## config.mk

```make
export PLATFORM = sky130hd
export DESIGN_NAME = traffic_phase_scheduler
export DESIGN_NICKNAME = d
export VERILOG_FILES = /design/src/rtl/traffic_phase_scheduler.sv
export SDC_FILE = /design/constraint.sdc
export NUM_CORES = 1
export LEC_CHECK = 0
export CAP_MARGIN = 20
export CORE_MARGIN = 4
export CORE_UTILIZATION = 48
export CTS_CLUSTER_DIAMETER = 80
export CTS_CLUSTER_SIZE = 16
export DETAILED_ROUTE_END_ITERATION = 12
export GPL_ROUTABILITY_DRIVEN = 0
export PLACE_DENSITY = 0.86
export SYNTH_ARGS = -nofsm -noshare
export SYNTH_HDL_FRONTEND = slang
export SYNTH_SLANG_ARGS = --single-unit
```

## constraint.sdc

```tcl
create_clock -name clk -period 5.2 [get_ports clk]
set_input_delay 0.52 -clock clk [delete_from_list [all_inputs] [get_ports clk]]
set_output_delay 0.52 -clock clk [all_outputs]
set_load 0.02 [all_outputs]
```

## src/rtl/traffic_phase_scheduler.sv

```systemverilog
// traffic_phase_scheduler
//
// Round-robin traffic-light phase controller. Each road in turn is taken
// through ALL_RED -> GREEN -> YELLOW. The green length is the road's averaged
// vehicle count, clamped to [MIN_GREEN, MAX_GREEN]. That count is sampled once,
// at the ALL_RED->GREEN edge. This block is the only source of next_road, which
// the direction sensors use to pick the road they refresh.
//
// Optional build macro:
//   SKIP_EMPTY_EN - a road whose average is 0 at the decision edge gets no
//                   green or yellow. The controller moves straight to the next
//                   road's ALL_RED.
//
// Parameters:
//   MIN_GREEN    (5)  minimum green duration in cycles, >= 1
//   MAX_GREEN    (60) maximum green duration in cycles, MIN_GREEN..255
//   YELLOW_TIME  (3)  yellow duration in cycles, >= 1
//   ALL_RED_TIME (1)  all-red clearance duration in cycles, >= 1
//
// Ports:
//   clk                                   in   rising-edge clock
//   reset                                 in   synchronous, active-high reset
//   avg_north/avg_east/avg_south/avg_west in  8 sensor averages, roads 0..3
//   next_road                             out 2 road being or about to be served
//   green                                 out 4 one-hot green lamp, zero outside GREEN
//   yellow                                out 4 one-hot yellow lamp, zero outside YELLOW
//   timer                                 out 8 cycles left in current phase, minus one
//   phase                                 out 2 0 = ALL_RED, 1 = GREEN, 2 = YELLOW
module traffic_phase_scheduler #(
  parameter int MIN_GREEN    = 5,
  parameter int MAX_GREEN    = 60,
  parameter int YELLOW_TIME  = 3,
  parameter int ALL_RED_TIME = 1
) (
  input  logic       clk,
  input  logic       reset,
  input  logic [7:0] avg_north,
  input  logic [7:0] avg_east,
  input  logic [7:0] avg_south,
  input  logic [7:0] avg_west,
  output logic [1:0] next_road,
  output logic [3:0] green,
  output logic [3:0] yellow,
  output logic [7:0] timer,
  output logic [1:0] phase
);

  typedef enum logic [1:0] {
    PH_ALL_RED = 2'd0,
    PH_GREEN   = 2'd1,
    PH_YELLOW  = 2'd2
  } phase_t;

  localparam logic [7:0] MIN_G        = 8'(MIN_GREEN);
  localparam logic [7:0] MAX_G        = 8'(MAX_GREEN);
  localparam logic [7:0] YELLOW_LOAD  = 8'(YELLOW_TIME - 1);
  localparam logic [7:0] ALL_RED_LOAD = 8'(ALL_RED_TIME - 1);

  phase_t     phase_q;
  logic [7:0] avg_sel;
  logic [7:0] glen;
  logic [3:0] road_onehot;

  // The clamp is applied before the minus-one load, so glen-1 never underflows.
  function automatic logic [7:0] clamp_green(input logic [7:0] a);
    logic [7:0] r;
    r = a;
    if (a < MIN_G) r = MIN_G;
    if (a > MAX_G) r = MAX_G;
    return r;
  endfunction

  // next_road doubles as the current-road register.
  always_comb begin
    avg_sel = avg_north;
    case (next_road)
      2'd0: avg_sel = avg_north;
      2'd1: avg_sel = avg_east;
      2'd2: avg_sel = avg_south;
      2'd3: avg_sel = avg_west;
      default: avg_sel = avg_north;
    endcase
  end

  assign glen        = clamp_green(avg_sel);
  assign road_onehot = 4'b0001 << next_road;
  assign phase       = phase_q;

  // Phase sequencer: one state change per timer expiry
  always_ff @(posedge clk) begin
    if (reset) begin
      phase_q   <= PH_ALL_RED;
      next_road <= 2'd0;
      green     <= 4'b0000;
      yellow    <= 4'b0000;
      timer     <= ALL_RED_LOAD;
    end else if (timer != 8'd0) begin
      timer <= timer - 8'd1;
    end else begin
      case (phase_q)
        PH_ALL_RED: begin
`ifdef SKIP_EMPTY_EN
          if (avg_sel == 8'd0) begin
            // Empty road: the controller still visits it, so its sensor keeps
            // refreshing, but the road gets no lamp.
            next_road <= next_road + 2'd1;
            timer     <= ALL_RED_LOAD;
          end else begin
            phase_q <= PH_GREEN;
            green   <= road_onehot;
            timer   <= glen - 8'd1;
          end
`else
          phase_q <= PH_GREEN;
          green   <= road_onehot;
          timer   <= glen - 8'd1;
`endif
        end
        PH_GREEN: begin
          phase_q <= PH_YELLOW;
          green   <= 4'b0000;
          yellow  <= road_onehot;
          timer   <= YELLOW_LOAD;
        end
        PH_YELLOW: begin
          phase_q   <= PH_ALL_RED;
          yellow    <= 4'b0000;
          next_road <= next_road + 2'd1;
          timer     <= ALL_RED_LOAD;
        end
        default: begin
          phase_q <= PH_ALL_RED;
          green   <= 4'b0000;
          yellow  <= 4'b0000;
          timer   <= ALL_RED_LOAD;
        end
      endcase
    end
  end

endmodule

```

After elaboration in Yosys (flattened, before gate mapping). Index checks and enable logic that the tools add are counted.

$add $sub $neg: 3. Order comparisons: 2. Eq/ne operators: 5. Shifts and indexed selects: 1. Muxes and demuxes: 8. Bitwise logic cells: 3. Reduce and logical (&&, ||, !) cells: 6.

Operator list (count): $pmux 8 s4 (1); $mux 8 (3); $pmux 4 s2 (2); $pmux 8 s2 (1); $sub 8x1->8 const B (2); $gt 8x6->1 const B (1); $lt 8x3->1 const B (1); $reduce_bool 8->1 (1); $eq 2x2->1 const B (3); $reduce_and 2->1 (3); $eq 2x1->1 const B (2); $logic_not 2->1 (2); $pmux 2 s2 (1); $shl 1x2->4 const A (1); $not 1->1 (3); $add 2x1->2 const B (1).

Register bits after elaboration: 20. Bits of input ports: 34. Output and inout bits: 20. Word-level logic and storage cells: 33.

Longest topological paths before layout. Gate-level depths: netlist of the first run.

Word-level depth: 8. Gate-level depth with buffers: 12. Gate-level depth less buffers: 11.

Worst setup path before layout of the first run. No wires, ideal clock.

Path type: register -> register. Start point: reg next_road[0]. End point: reg timer[1]. Setup time: 86 ps. Arrival: 2577 ps. Required time: 5114 ps. Slack: 2537 ps. Stages on the path, launching flop included: 13. Path buffers: 1. Period minus slack after synthesis: 2663 ps. Cell sequence: dfxtp_1 inv_1 ha_1 buf_4 a22oi_1 o2bb2ai_2 and4bb_2 a31oi_1 o211ai_1 ha_1 a21oi_1 nor2_1 a211oi_1.

Cells in the longest elaborated chain, start to end: 8. Elaborated cells between the ends (all ways): 12. Those cells by class: add/sub: 1; order compare: 2; eq/ne: 3; mux: 5; reduce/logical: 1.

Ends and longest elaborated chain: from (decl) (RTL line 41) `output logic [1:0] next_road,`; from (signal assigned) (RTL line 128) `next_road <= next_road + 2'd1;`; $eq 2x2->1 (tied with other cells) (RTL line 76) `case (next_road)`; $pmux 8 s4 (*) (RTL line 76); $lt 8x3->1 (RTL line 68) `if (a < MIN_G) r = MIN_G;`; $mux 8 (RTL line 68); $mux 8 (*) (RTL line 69) `if (a > MAX_G) r = MAX_G;`; $sub 8x1->8 (*) (RTL line 116) `timer <= glen - 8'd1;`; $pmux 8 s2 (*) (RTL line 100) `case (phase_q)`; $mux 8 (*) (RTL line 97) `end else if (timer != 8'd0) begin`; to (signal assigned) (RTL line 98) `timer <= timer - 8'd1;`; to (signal assigned) (RTL line 116); to (decl) (RTL line 44) `output logic [7:0] timer,`.

Every way passes the cells marked *; elsewhere a longest branch is shown, timed or not. A chain may end at the register's enable or synchronous reset.

Worst setup path in the final report of the first run. Ends and elaborated chain as after synthesis.

==> flow_metrics.py, run 1 <==
metrics = {
    "logic_synthesis": {
        "syn_avg_cell_area_sq_um": 8.16,
        "syn_inst": 178,
        "ys_seq_elements": 20,
        "synth_nets": 219,
        "synth-edff-count": 0,
        "async_flop_share": 0,
        "synthFlopType": "dfxtp_1",
        "yosysSeqAreaShare": 0.276,
        "syn_area_sq_um": 1450,
        "synth_cell_types": 50,
        "ys_warn_count": 0,
    },
    "floorplan": {
        "die_w_um": 63.0,
        "initial_utilization": 0.513,
        "num_rows": 19,
        "io_pins": 54,
        "die_area_sq_um": 3970,
        "core-area_sq_um": 2830,
        "die_h_um": 63.0,
    },
    "hold_path": {
        "worstHoldStart": "green[3]$_SDFFE_PP0P_",
        "worstHoldPathType": "flop to flop",
    },
    "finish": {
        "nets": 266,
        "fin_cells": 255,
        "insertedDiodeCount": 0,
        "final_core_util": 0.701,
        "synthToLayoutAreaGrowth_pct": 36.5,
        "layout_commonest_cell": "clkdlybuf4s50_1",
        "drive_gt1_frac": 0.0804,
        "final_cell_mix": "clkdlybuf4s50_1, dfxtp_1, nand2_1, nor2_1, a21oi_1",
    },
    "power_and_ir_drop": {
        "clkPwrFrac": 0.124,
        "peakVddDrop_v": 0.000229,
        "switching_power_uw": 314,
        "pwr-share-comb": 0.542,
        "swShare": 0.427,
        "finalPower_uw": 735,
        "seq_power_share": 0.334,
        "intPower_uw": 421,
        "p_leak_nw": 0.734,
        "p_per_area_nw_per_um2": 371,
    },
    "status": {
        "status": "finished, final reports clean",
    },
    "run": {
        "maxCapViolCount": 0,
    },
    "placement": {
        "hpwl_um": 3260,
        "placed_cells": 251,
        "port_buffers": 53,
    },
    "route": {
        "avgViaCountPerCell": 6.12,
        "vias": 1561,
        "firstDrtPassIters": 5,
        "wirelength_um": 4200,
        "drcViolationCount": 0,
        "drt_iter0_drc": 91,
        "drt-wirelength-per-cell_um": 16.5,
        "ant_nets": 0,
    },
    "global_routing": {
        "grt_pass1_vias": 1559,
        "overflow": 0,
        "grt_max_degree": 22,
        "grt_pass1_wl_um": 7020,
        "gr-usage-all-layers": 0.215,
        "antenna_found_initial": 0,
    },
    "worst_setup_path": {
        "ff2ff_setup_slack_ps": 2310,
        "start_kind": "flop",
        "cp_max_fo": 9,
        "crit_arrival_ps": 3110,
        "cp.required_ps": 5420,
        "crit_start": "next_road[0]$_SDFFE_PP0P_",
        "endpoint_kind": "flop",
        "critPathKind": "flop to flop",
        "r2r-start": "next_road[0]$_SDFFE_PP0P_",
    },
    "clock_tree": {
        "numClockSinks": 20,
        "cts.clk_slew.worst_paths_ps": 110,
        "ctsHoldBuffers": 0,
        "clock_latency_ps": 310,
        "cts_tree": "done",
        "cts_buffer_depth": 2,
        "cts-root-buf": "clkbuf_4",
        "cts_inserted_buffers": 3,
        "cts_setup_buffers": 0,
        "cts_resized": 0,
        "cts_max_level": 1,
    },
    "sta": {
        "finalSetupTns_ps": 0,
        "grt_setup_unrepaired": "false",
        "final_hold_viol_count": 0,
        "slew_viol_final": 0,
        "fmax_ghz": 0.346,
        "finalCritPeriodShare": 0.555,
        "max-slew-margin-rel": 0.465,
        "fin_worst_skew_ps": 2.76,
        "finalSetupViolCount": 0,
        "min_period_ps": 2890,
        "hold_ws_ps": 480,
        "worst_pin_slew_ps": 800,
    },
}
[Yosys cell counts (all sizes together), types with 5 or more instances]
cell    instances  area [sq um]
a31oi           6          37.5
buf             5          52.5
xnor2           5          43.8
nor3            5          25.0
a21oi          15          86.3
or3             5          31.3
inv             9          33.8
clkbuf          6          22.5
dfxtp          20           400
ha              7          87.6
nor2           16          60.1
a21o            5          37.5
nand2          18          67.6
[worst max-delay path: stages (launching register included)]
cell	delay, ps
dfxtp_1	360
inv_1	140
ha_1	340
inv_2	160
o2bb2ai_2	340
and4bb_2	270
a31oi_1	270
o211ai_1	160
ha_1	320
a21oi_1	150
nor2_1	60
a211oi_1	210
[cell type report]
cell class | count | area (sq um)
clock buffer | 4 | 36.3
fill | 241 | 846
inverter | 9 | 33.8
multi-input combinational | 138 | 943
sequential | 20 | 400
tap | 31 | 38.8
timing repair buffer | 53 | 531
[metrics by stage]
| stage | area (sq um) | setup WS (ps) |
|---|---|---|
| 2_1_floorplan | 1450 | 2540 |
| 3_3_place_gp | 1950 | 2410 |
| 3_5_place_dp | 1950 | 2310 |
| 4_1_cts | 1980 | 2360 |
| 5_1_grt | 1980 | 2050 |
| 6_report | 1980 | 2310 |
[worst paths after layout]
path                                               to  cells past startpoint
worst max-delay path              timer[1]$_SDFF_PP0_                     11
worst min-delay path            green[3]$_SDFFE_PP0P_                      2
worst max register to register    timer[1]$_SDFF_PP0_                     11
worst min register to register  green[3]$_SDFFE_PP0P_                      2
[flip-flops by register name, indices dropped and copies added, names as in the netlist]
register and cells:
green 4, timer 8, phase 2, yellow 4
next_road 2
[power groups by stage]
stage	Sequential (mW)	Combinational [mW]	Clock, mW
finish	0.246	0.398	0.0909
global route	0.253	0.435	0.100
CTS	0.245	0.396	0.0933
detailed placement	0.249	0.394	0
global placement	0.244	0.384	0
floorplan	0.270	0.252	0
[cell families after synthesis]
family	synth area share
simple gates	0.256
mux	0.0138
compound gates	0.289
fa+ha+maj	0.0603
xor+xnor	0.0301
buf+inv	0.0749
flops	0.276
[per-layer routing]
metal / routed length, um / vias up / track usage / part of all wire
li1: - / 752 / - / -
met1: 1860 / 746 / 0.256 / 0.44
met2: 2100 / 53 / 0.383 / 0.50
met3: 187 / 10 / 0.0486 / 0.045
met4: 59 / 0 / 0.0551 / 0.014
met5: 0 / - / 0 / 0
No activity file was read; power rests on OpenSTA's default activity.
==> inputs of run 2 (changes only) <==
--- a/config.mk
+++ b/config.mk
@@ -7,12 +7,12 @@
 export LEC_CHECK = 0
 export CAP_MARGIN = 20
 export CORE_MARGIN = 4
-export CORE_UTILIZATION = 48
+export CORE_UTILIZATION = 40
 export CTS_CLUSTER_DIAMETER = 80
 export CTS_CLUSTER_SIZE = 16
 export DETAILED_ROUTE_END_ITERATION = 12
 export GPL_ROUTABILITY_DRIVEN = 0
-export PLACE_DENSITY = 0.86
+export PLACE_DENSITY = 0.76
 export SYNTH_ARGS = -nofsm -noshare
 export SYNTH_HDL_FRONTEND = slang
 export SYNTH_SLANG_ARGS = --single-unit
==> constraint.sdc (replaced) <==
create_clock -name clk -period 2.4 [get_ports clk]
set_input_delay 0.24 -clock clk [delete_from_list [all_inputs] [get_ports clk]]
set_output_delay 0.24 -clock clk [all_outputs]
set_load 0.02 [all_outputs]
==> flow_metrics.py, run 2 (synthesis results as in run 1) <==
metrics = {
    "status": {
        "status": "finished with violations",
        "failed_checks": "setup timing",
    },
    "route": {
        "vias": 1606,
        "wirelength_um": 4320,
        "drcViolationCount": 0,
        "drt-wirelength-per-cell_um": 14.8,
        "firstDrtPassIters": 4,
        "ant_nets": 0,
        "drt_iter0_drc": 125,
        "avgViaCountPerCell": 5.48,
    },
    "finish": {
        "nets": 289,
        "layout_commonest_cell": "clkdlybuf4s50_1",
        "final_cell_mix": "clkdlybuf4s50_1, buf_4, nand2_1, dfxtp_1, nor2_1",
        "drive_gt1_frac": 0.239,
        "fin_cells": 293,
        "top_register": "timer",
        "synthToLayoutAreaGrowth_pct": 58.3,
        "insertedDiodeCount": 0,
        "largest_reg_flops": 8,
        "reg_top3": "timer: 8 flops, green: 4 flops, yellow: 4 flops",
    },
    "worst_setup_path": {
        "max_stage_delay_ps": 390,
        "crit_chain": "buf_4, ha_4, a222oi_1, and3_1, nor2_2, o211ai_1, ha_2, nand3_2, or3b_1, a32oi_1",
        "crit_buf_inv": 1,
        "critPathKind": "flop to flop",
        "cp.required_ps": 2650,
        "crit_cells": 10,
        "r2r_end": "timer[4]$_SDFF_PP0_",
        "crit_arrival_ps": 2670,
        "endpoint_kind": "flop",
        "cp_max_fo": 8,
        "ff2ff_setup_slack_ps": -20,
        "reg2regPathDepth": 10,
        "start_kind": "flop",
        "cpLargestDelayFamily": "simple AND/OR/NAND/NOR gates",
        "r2r-start": "next_road[1]$_SDFFE_PP0P_",
        "crit_slowest_cell": "dfxtp_4",
    },
    "global_routing": {
        "grt_pass1_wl_um": 6910,
        "grt_pass1_vias": 1548,
        "antenna_found_initial": 0,
        "grt_max_degree": 20,
        "overflow": 0,
        "gr-usage-all-layers": 0.194,
    },
    "power_and_ir_drop": {
        "p_leak_nw": 0.860,
        "finalPower_mw": 1.64,
        "p_per_area_nw_per_um2": 713,
        "peakVddDrop_v": 0.000565,
    },
    "clock_tree": {
        "cts_tree": "done",
        "cts_inserted_buffers": 3,
        "cts_max_level": 1,
        "numClockSinks": 20,
        "cts_buffer_depth": 2,
        "clock_latency_ps": 320,
        "cts.clk_slew.worst_paths_ps": 130,
        "cts-root-buf": "clkbuf_4",
    },
    "sta": {
        "max-slew-margin-rel": 0.594,
        "fmax_ghz": 0.413,
        "worst_pin_slew_ps": 609,
        "finalSetupViolCount": 1,
        "slew_viol_final": 0,
        "setup_slack_ps": -20.8,
        "grt_setup_unrepaired": "true",
        "finalSetupTns_ps": -20.8,
        "finalCritPeriodShare": 1.01,
        "min_period_ps": 2420,
        "fin_worst_skew_ps": 14.5,
        "hold_ws_ps": 489,
        "final_hold_viol_count": 0,
    },
    "floorplan": {
        "num_rows": 21,
        "die_area_sq_um": 4660,
        "die_h_um": 68.3,
        "die_w_um": 68.3,
        "io_pins": 54,
        "initial_utilization": 0.425,
        "core-area_sq_um": 3420,
    },
    "placement": {
        "port_buffers": 53,
        "hpwl_um": 3250,
        "placed_cells": 286,
    },
    "run": {
        "maxCapViolCount": 0,
    },
    "hold_path": {
        "hold_path_end": "green[3]$_SDFFE_PP0P_",
        "whs_path_depth": 2,
        "worstHoldStart": "green[3]$_SDFFE_PP0P_",
        "worstHoldPathType": "flop to flop",
    },
}
## run 2: cell types whose count changed in the layout (fill, tap and decap cells not counted), moves of 3 or more
cell	change
buf_4	+23
ha_4	+4
a22oi_1	-3
ha_1	-5
a22oi_2	+3
## run 2: layout make-up
cell class              instances  area [sq um]
multi-input cells             138          1060
fillers                       273          1120
repair buffers                 76           703
flip-flops and latches         20           408
inverters                       9          36.3
well taps                      46          57.6
clock buffers                   4          36.3
## run 2: tightest hold or removal path: stages (launching register included)
cell and delay, ps:
dfxtp_1 340, nand2_1 60, a21oi_1 60
## run 2: worst max-delay path by stage
stage | startpoint | endpoint | slack (ps)
2_1_floorplan | next_road[0]$_SDFFE_PP0P_ | timer[1]$_SDFF_PP0_ | 7
3_3_place_gp | next_road[0]$_SDFFE_PP0P_ | timer[1]$_SDFF_PP0_ | -70
3_5_place_dp | next_road[0]$_SDFFE_PP0P_ | timer[4]$_SDFF_PP0_ | -100
4_1_cts | next_road[1]$_SDFFE_PP0P_ | timer[4]$_SDFF_PP0_ | -5
5_1_grt | next_road[1]$_SDFFE_PP0P_ | timer[4]$_SDFF_PP0_ | -200
6_report | next_road[1]$_SDFFE_PP0P_ | timer[4]$_SDFF_PP0_ | -20
## run 2: what timing repair did
item,CTS,global route
gates resized for setup,11,7
buffers inserted,2,1
endpoints found under the setup margin,3,3
pin swaps,6,11
hold buffers,0,0
## run 2: metal layers
layer / GRT usage / up-vias / share of wire
met5: 0 / - / 0
met4: 0.0645 / 0 / 0.015
met3: 0.0394 / 9 / 0.044
met2: 0.329 / 50 / 0.50
met1: 0.243 / 756 / 0.44
li1: - / 791 / -
## run 2: power by group
group | internal [mW] | switching, mW | leakage, nW | total [mW]
registers | 0.409 | 0.120 | 0.165 | 0.529
clock network | 0.0927 | 0.113 | 0.0210 | 0.205
logic | 0.448 | 0.458 | 0.675 | 0.906
## run 2: metrics by stage
step           area (sq um)  worst slack [ps]   util
2_1_floorplan          1490              7.21      -
3_3_place_gp           2160             -65.2  0.631
3_5_place_dp           2160              -102  0.631
4_1_cts                2260             -5.13  0.662
5_1_grt                2300              -198  0.673
6_report               2300             -20.8  0.673
==> inputs of run 3 (changes only) <==
--- a/config.mk
+++ b/config.mk
@@ -6,13 +6,14 @@
 export NUM_CORES = 1
 export LEC_CHECK = 0
 export CAP_MARGIN = 20
-export CORE_MARGIN = 4
+export CORE_MARGIN = 2
 export CORE_UTILIZATION = 40
 export CTS_CLUSTER_DIAMETER = 80
 export CTS_CLUSTER_SIZE = 16
 export DETAILED_ROUTE_END_ITERATION = 12
 export GPL_ROUTABILITY_DRIVEN = 0
 export PLACE_DENSITY = 0.76
+export SKIP_LAST_GASP = 1
 export SYNTH_ARGS = -nofsm -noshare
 export SYNTH_HDL_FRONTEND = slang
 export SYNTH_SLANG_ARGS = --single-unit
==> flow_metrics.py, run 3 (synthesis results as in run 1) <==
metrics = {
    "status": {
        "status": "finished with violations",
        "failed_checks": "setup timing",
    },
    "clock_tree": {
        "cts.clk_slew.worst_paths_ps": 120,
        "numClockSinks": 20,
        "cts-root-buf": "clkbuf_4",
        "cts_buffer_depth": 2,
        "cts_max_level": 1,
        "ctsHoldBuffers": 0,
        "clock_latency_ps": 310,
        "cts_inserted_buffers": 3,
        "cts_tree": "done",
    },
    "sta": {
        "finalSetupViolCount": 3,
        "finalSetupTns_ps": -222,
        "fin_worst_skew_ps": 5.09,
        "finalCritPeriodShare": 1.06,
        "final_hold_viol_count": 0,
        "fmax_ghz": 0.393,
        "worst_pin_slew_ps": 600,
        "max-slew-margin-rel": 0.599,
        "min_period_ps": 2540,
        "setup_slack_ps": -142,
        "slew_viol_final": 0,
        "grt_setup_unrepaired": "true",
        "hold_ws_ps": 481,
    },
    "finish": {
        "layout_commonest_cell": "clkdlybuf4s50_1",
        "final_core_util": 0.689,
        "top_register": "timer",
        "fin_cells": 301,
        "largest_reg_flops": 8,
        "nets": 297,
        "synthToLayoutAreaGrowth_pct": 62.1,
        "reg_top3": "timer: 8 flops, green: 4 flops, yellow: 4 flops",
        "final_cell_mix": "clkdlybuf4s50_1, buf_4, nand2_1, dfxtp_1, nor2_1",
        "stdcell_area_sq_um": 2350,
        "drive_gt1_frac": 0.255,
        "insertedDiodeCount": 0,
    },
    "placement": {
        "place_ws_ps": -112,
        "port_buffers": 53,
        "hpwl_um": 3010,
        "placed_cells": 287,
        "postPlaceCellArea_sq_um": 2160,
    },
    "route": {
        "avgViaCountPerCell": 5.43,
        "ant_nets": 0,
        "drt-wirelength-per-cell_um": 14.5,
        "vias": 1634,
        "wirelength_um": 4350,
        "drcViolationCount": 0,
        "firstDrtPassIters": 5,
        "drt_iter0_drc": 73,
    },
    "worst_setup_path": {
        "cp_max_fo": 6,
        "cp.required_ps": 2640,
        "critPathKind": "flop to flop",
        "ff2ff_setup_slack_ps": -140,
        "endpoint_kind": "flop",
        "r2r-start": "next_road[1]$_SDFFE_PP0P_",
        "start_kind": "flop",
        "crit_arrival_ps": 2780,
        "crit_start": "next_road[1]$_SDFFE_PP0P_",
    },
    "global_routing": {
        "met3_usage": 0.0387,
        "antenna_found_initial": 0,
        "use_met2": 0.329,
        "grt_max_degree": 20,
        "grt_busiest_layer": "met2",
        "overflow": 0,
        "use_met1": 0.290,
        "grt_pass1_wl_um": 6930,
        "gr-usage-all-layers": 0.210,
        "grt_pass1_vias": 1496,
    },
    "hold_path": {
        "worstHoldPathType": "flop to flop",
        "worstHoldStart": "green[3]$_SDFFE_PP0P_",
    },
    "floorplan": {
        "core-area_sq_um": 3420,
        "num_rows": 21,
        "io_pins": 54,
        "die_area_sq_um": 4130,
        "initial_utilization": 0.425,
        "die_h_um": 64.3,
        "die_w_um": 64.3,
    },
    "power_and_ir_drop": {
        "p_leak_nw": 0.893,
        "p_per_area_nw_per_um2": 690,
        "finalPower_mw": 1.62,
        "peakVddDrop_v": 0.000693,
    },
    "run": {
        "maxCapViolCount": 0,
    },
}
run 3: final timing paths:
path,endpoint,cells past startpoint
setup / recovery,timer[4]$_SDFF_PP0_,10
hold / removal,green[3]$_SDFFE_PP0P_,2
setup reg to reg,timer[4]$_SDFF_PP0_,10
hold reg to reg,green[3]$_SDFFE_PP0P_,2
run 3: layer usage:
metal	vias to the layer above	routed length (um)
li1	809	-
met1	770	2010
met2	46	2100
met3	9	178
met4	0	66
met5	-	0
run 3: timing repair:
item | in CTS | in global routing
endpoints found under the setup margin | 3 | 3
pin swaps | 6 | 12
gates resized for setup | 13 | 7
setup buffers | 4 | 6
run 3: cell type report:
| cell class | instances | area [sq um] |
|---|---|---|
| Inverter | 9 | 38.8 |
| Clock buffer | 4 | 26.3 |
| Timing Repair Buffer | 84 | 771 |
| Tap cell | 46 | 57.6 |
| Fill cell | 281 | 1060 |
| Multi-Input combinational cell | 138 | 1050 |
| Sequential cell | 20 | 408 |
run 3: critical path: stages (launching register included):
cell and delay (ps):
dfxtp_4 400, inv_4 60, ha_4 180, a222oi_1 380, and3_1 270, nor2_2 60
o211ai_1 220, ha_2 240, nand3_2 70, or3b_1 380, a32oi_1 210
run 3: where the power goes:
group,switching [mW],internal [mW]
clock network,0.107,0.0649
registers,0.121,0.409
logic,0.464,0.458
total,0.692,0.932
